===== config.mk =====
export PLATFORM = sky130hd
export DESIGN_NAME = ifu_fetch
export DESIGN_NICKNAME = d
export VERILOG_FILES = /design/src/rtl/ifu_fetch.sv
export SDC_FILE = /design/constraint.sdc
export NUM_CORES = 1
export LEC_CHECK = 0
export ABC_AREA = 1
export CAP_MARGIN = 20
export CORE_MARGIN = 2
export CORE_UTILIZATION = 40
export DETAILED_ROUTE_END_ITERATION = 12
export PLACE_DENSITY = 0.83
export SLEW_MARGIN = 20
export SYNTH_ARGS = -nofsm -noshare
export SYNTH_HDL_FRONTEND = slang
export SYNTH_SLANG_ARGS = --single-unit

===== constraint.sdc =====
create_clock -name clk -period 2.45 [get_ports clk]
set_input_delay 0.49 -clock clk [delete_from_list [all_inputs] [get_ports clk]]
set_output_delay 0.49 -clock clk [all_outputs]
set_load 0.01 [all_outputs]

===== src/rtl/ifu_fetch.sv =====
// Instruction fetch stage: holds the PC, issues one word fetch at a time and hands each
// returned word to decode over a valid/ready handshake. Redirects discard any fetch in flight.
//
// state | meaning
// IDLE  | one cycle after reset release, no request yet
// REQ   | request presented at pc, waiting for memory to accept
// WAIT  | request accepted, waiting for the single response
// HOLD  | instruction registered and offered to decode
// HALT  | access fault seen, stage stopped until reset
module ifu_fetch #(
    parameter int                    ADDR_WIDTH = 32,
    parameter int                    DATA_WIDTH = 32,
    parameter logic [ADDR_WIDTH-1:0] RESET_PC   = 32'h8000_0000
) (
    input  logic                  clk,
    input  logic                  rst,
    output logic                  mem_req_valid,
    input  logic                  mem_req_ready,
    output logic [ADDR_WIDTH-1:0] mem_req_addr,
    input  logic                  mem_rsp_valid,
    input  logic [DATA_WIDTH-1:0] mem_rsp_data,
    input  logic                  mem_rsp_err,
    output logic                  inst_valid,
    input  logic                  inst_ready,
    output logic [DATA_WIDTH-1:0] inst,
    output logic [ADDR_WIDTH-1:0] inst_pc,
    input  logic                  redirect_valid,
    input  logic [ADDR_WIDTH-1:0] redirect_pc,
    output logic                  fetch_err
);

    typedef enum logic [2:0] {
        IDLE = 3'd0,
        REQ  = 3'd1,
        WAIT = 3'd2,
        HOLD = 3'd3,
        HALT = 3'd4
    } state_t;

    state_t                  state_q;
    logic [ADDR_WIDTH-1:0]   pc_q;
    logic                    drop_q;
    logic [DATA_WIDTH-1:0]   inst_q;
    logic [ADDR_WIDTH-1:0]   inst_pc_q;
    logic                    fetch_err_q;

    logic [ADDR_WIDTH-1:0]   redirect_pc_aligned;

    assign redirect_pc_aligned = {redirect_pc[ADDR_WIDTH-1:2], 2'b00};

    always_ff @(posedge clk) begin
        if (rst) begin
            state_q     <= IDLE;
            pc_q        <= RESET_PC;
            drop_q      <= 1'b0;
            inst_q      <= '0;
            inst_pc_q   <= '0;
            fetch_err_q <= 1'b0;
        end else begin
            case (state_q)
                IDLE: state_q <= REQ;

                REQ: begin
                    if (redirect_valid) begin
                        pc_q <= redirect_pc_aligned;
                        // Accepted request still fetches the old pc; its response must be dropped.
                        if (mem_req_ready) begin
                            drop_q  <= 1'b1;
                            state_q <= WAIT;
                        end
                    end else if (mem_req_ready) begin
                        state_q <= WAIT;
                    end
                end

                WAIT: begin
                    if (redirect_valid) begin
                        pc_q <= redirect_pc_aligned;
                        if (mem_rsp_valid) begin
                            drop_q  <= 1'b0;
                            state_q <= REQ;
                        end else begin
                            drop_q <= 1'b1;
                        end
                    end else if (mem_rsp_valid) begin
                        if (drop_q) begin
                            drop_q  <= 1'b0;
                            state_q <= REQ;
                        end else if (mem_rsp_err) begin
                            fetch_err_q <= 1'b1;
                            state_q     <= HALT;
                        end else begin
                            inst_q    <= mem_rsp_data;
                            inst_pc_q <= pc_q;
                            state_q   <= HOLD;
                        end
                    end
                end

                HOLD: begin
                    if (redirect_valid) begin
                        pc_q    <= redirect_pc_aligned;
                        state_q <= REQ;
                    end else if (inst_ready) begin
                        pc_q    <= pc_q + ADDR_WIDTH'(4);
                        state_q <= REQ;
                    end
                end

                HALT: state_q <= HALT;

                default: state_q <= IDLE;
            endcase
        end
    end

    assign mem_req_valid = (state_q == REQ);
    assign mem_req_addr  = pc_q;
    assign inst_valid    = (state_q == HOLD);
    assign inst          = inst_q;
    assign inst_pc       = inst_pc_q;
    assign fetch_err     = fetch_err_q;

endmodule


==> metrics.md <==
| Metric | Value |
|---|---|
| Setup crit end kind | output pin |
| IO Pins | 170 |
| GRT Util Overall | 0.222 |
| HPWL Detailed | about 10000 um |
| Cells after DPL | 995 |
| HP Class | flop to flop |
| Max cap viols | 0 |
| Cell accounting for the most synthesized area | dfxtp_1 |
| Initial Util | 0.407 |
| Max Clk Rate | 472 MHz |
| Hold_sp | fetch_err$_SDFFE_PP0P_ |
| Worst-Skew Late Latency | 0.35 ns |
| Cell Count, Final, Fillers Out | 1011 |
| Root buf cell | clkbuf_16 |
| Complex-gate fraction of the synthesized area | 0.158 |
| Seq/Total Area, Yosys | 0.421 |
| R2r startpoint | mem_req_addr[9]$_SDFFE_PP0P_ |
| Synth top area cells | dfxtp_1 42%, nor2_1 14%, nand2_1 13% |
| GPL Wtd Cong | 0.939 |
| Post-route setup TNS | 0 ns |
| Initial antenna violation count | 0 |
| Total leakage power | 2.44 nW |
| Syn_area_per_cell | 6.51 um2 |
| Synth Area in Simple Gates | 0.343 |
| Hold slack final | 0.471 ns |
| Initial drt markers | 481 |
| Final Hold Vio Count | 0 |
| Drt via density | 5.01 |
| Worst Clk Skew | 0.0109 ns |
| Nets | 935 |
| CTS tree | yes |
| Synth top area share | 0.421 |
| Design area | approximately 6700 um2 |
| Syn. warnings | 0 |
| Post-CTS Setup Inserts | 0 |
| Outcome | completed |
| Cell count after synthesis | 708 |
| Placed cell area | 6370 um2 |
| # clock sinks | 97 |
| Adder-cell area share of the yosys netlist | 0.00271 |
| H-tree Lvls | 3 |
| CP startpoint kind | flop |
| Peak supply drop | ~0.41 mV |
| Core outline area | 11300 um2 |
| CTS Buffer Depth | 2 |
| Unique masters post-synth | 34 |
| Max Slew Vio Count | 0 |
| Crit path DAT | 1.63 ns |
| CTS Hold Buffers Added | 0 |
| Input/output buffers | 163 |
| Residual DRC | 0 |
| Critical Path RT | 1.96 ns |
| XOR/XNOR Fraction of Synth Area | 0 |
| Main combinational cell family by area after synthesis | simple AND/OR/NAND/NOR gates |
| Placement Rows | 39 |
| Final setup fails | 0 |
| First-pass GRT wire length | 22700 um |
| Post-route ant nets | 0 |
| Critical path class | flop to output pin |
| Register bit total from synthesis | between 90 and 100 |
| Min Tclk post-route | 2.12 ns |
| Avg WL per Cell | 13.5 um |
| RSZ-0062 raised after global routing | no |
| Share of cells above drive strength 1 | 0.0484 |
| Grt total ovfl | 0 |
| DR pass1 iterations | 6 |
| Largest net degree at the start of global routing | 43 |
| Final Cycle Share | 0.865 |
| R2R cell count | 9 |
| Antenna Cells | 0 |
| Die width | 111 um |
| Die ar. | 12400 um2 |
| Vias in the first global route | 4661 |
| Clock transition at path regs | 0.07 ns |
| CP startpoint | state_q[0]$_SDFFE_PP0P_ |
| Fillers | 1056 |
| Num CTS Buffers | 9 |
| Routed Wire Length | 13700 um |
| Cell Area, Synth | 4610 um2 |
| CP max FO | 4 |
| R2r setup slk | 0.61 ns |
| Pwr dens | about 680 nW/um2 |
| DIE HEIGHT | 111 um |
| Post-synthesis mux area share | 0 |
| Area Overhead vs Synth | 44.6% |
| CP Capture Point | mem_req_valid |
| R2r endpoint | mem_req_addr[21]$_SDFFE_PP0P_ |
| Via count | 5061 |
| Post-cts repair resize count | 0 |
worst min path at each step:
| stage | cells after the start | to | slack (ns) |
|---|---|---|---|
| 6_report | 2 | fetch_err$_SDFFE_PP0P_ | 0.47 |
| 5_1_grt | 2 | inst[17]$_SDFFE_PP0P_ | 0.50 |
| 4_1_cts | 2 | drop_q$_SDFFE_PP0P_ | 0.48 |
| 3_5_place_dp | 2 | drop_q$_SDFFE_PP0P_ | 0.46 |
| 3_3_place_gp | 2 | drop_q$_SDFFE_PP0P_ | 0.45 |
| 2_1_floorplan | 2 | drop_q$_SDFFE_PP0P_ | 0.44 |
kinds of logic (layout without fill, tap and decap cells):
group,count (synthesis),after routing
buffers and inverters,79,236
and+or+nand+nor,388,388
DFF,97,97
AOI/OAI and AO/OA,142,142
adders and majority gates,1,1
other,1,4
worst max-delay path, cell delays in order (launching register included):
cell and delay, ns:
dfxtp_1 0.36, inv_1 0.10, nor2_1 0.09, nand2_1 0.11, inv_1 0.10, clkdlybuf4s50_1 0.53
flip-flops by register name (all words and copies together) (netlist names):
name          count
state_q           3
fetch_err         1
drop_q            1
inst             32
mem_req_addr     30
inst_pc          30
cell usage after synthesis (all sizes together):
| master | count |
|---|---|
| a22oi | 1 |
| nand3 | 36 |
| nand3b | 2 |
| buf | 23 |
| a21oi | 52 |
| nor3 | 11 |
| o211ai | 1 |
| a211oi | 1 |
| o21ai | 82 |
| dfxtp | 97 |
| inv | 42 |
| ha | 1 |
| nand4 | 4 |
| o31ai | 1 |
| o21a | 1 |
| nor2 | 173 |
| or2 | 1 |
| conb | 1 |
| a31oi | 2 |
| nand2 | 161 |
| clkbuf | 14 |
| o22ai | 1 |
cell type report:
class	count	area, um2	area share
sequential	97	1940	0.291
multi-input combinational	535	2340	0.351
tap	143	179	0.0268
clock buffer	9	225	0.0338
timing repair buffer	178	1760	0.263
clock inverter	7	68.8	0.0103
inverter	42	158	0.0236
through the flow:
stage	util	setup WS [ns]	power, mW
after floorplan	-	0.910	2.57
after global placement	0.563	0.205	3.11
after detailed placement	0.563	0.159	3.13
after CTS	0.589	0.329	4.54
after global routing	0.589	0.206	4.75
final	0.589	0.332	4.52
where the power goes:
part | switching (mW) | internal [mW] | total (mW)
combinational | 0.627 | 0.559 | 1.19
clock | 0.622 | 0.790 | 1.41
sequential | 0.198 | 1.73 | 1.93
total | 1.45 | 3.08 | 4.52
metal layers:
metal / GRT usage / wire (um)
met1: 0.298 / 6220
met2: 0.363 / 6260
met3: 0.0261 / 798
met4: 0.0955 / 425
met5: 0 / 0
cell usage in the layout, fill, tap and decap left out, drive strengths merged:
cell type      instances
nor2                 173
clkdlybuf4s50        163
nand2                161
dfxtp                 97
o21ai                 82
a21oi                 52
inv                   43
nand3                 36
buf                   15
nor3                  11
clkbuf                 9
nand4                  4
conb                   4
clkinv                 3
nand3b                 2
a31oi                  2
clkinvlp               2
or2                    1
o31ai                  1
o21a                   1
o22ai                  1
o211ai                 1
a211oi                 1
a22oi                  1
ha                     1
bufinv                 1
No activity file was read; power rests on OpenSTA's default activity.
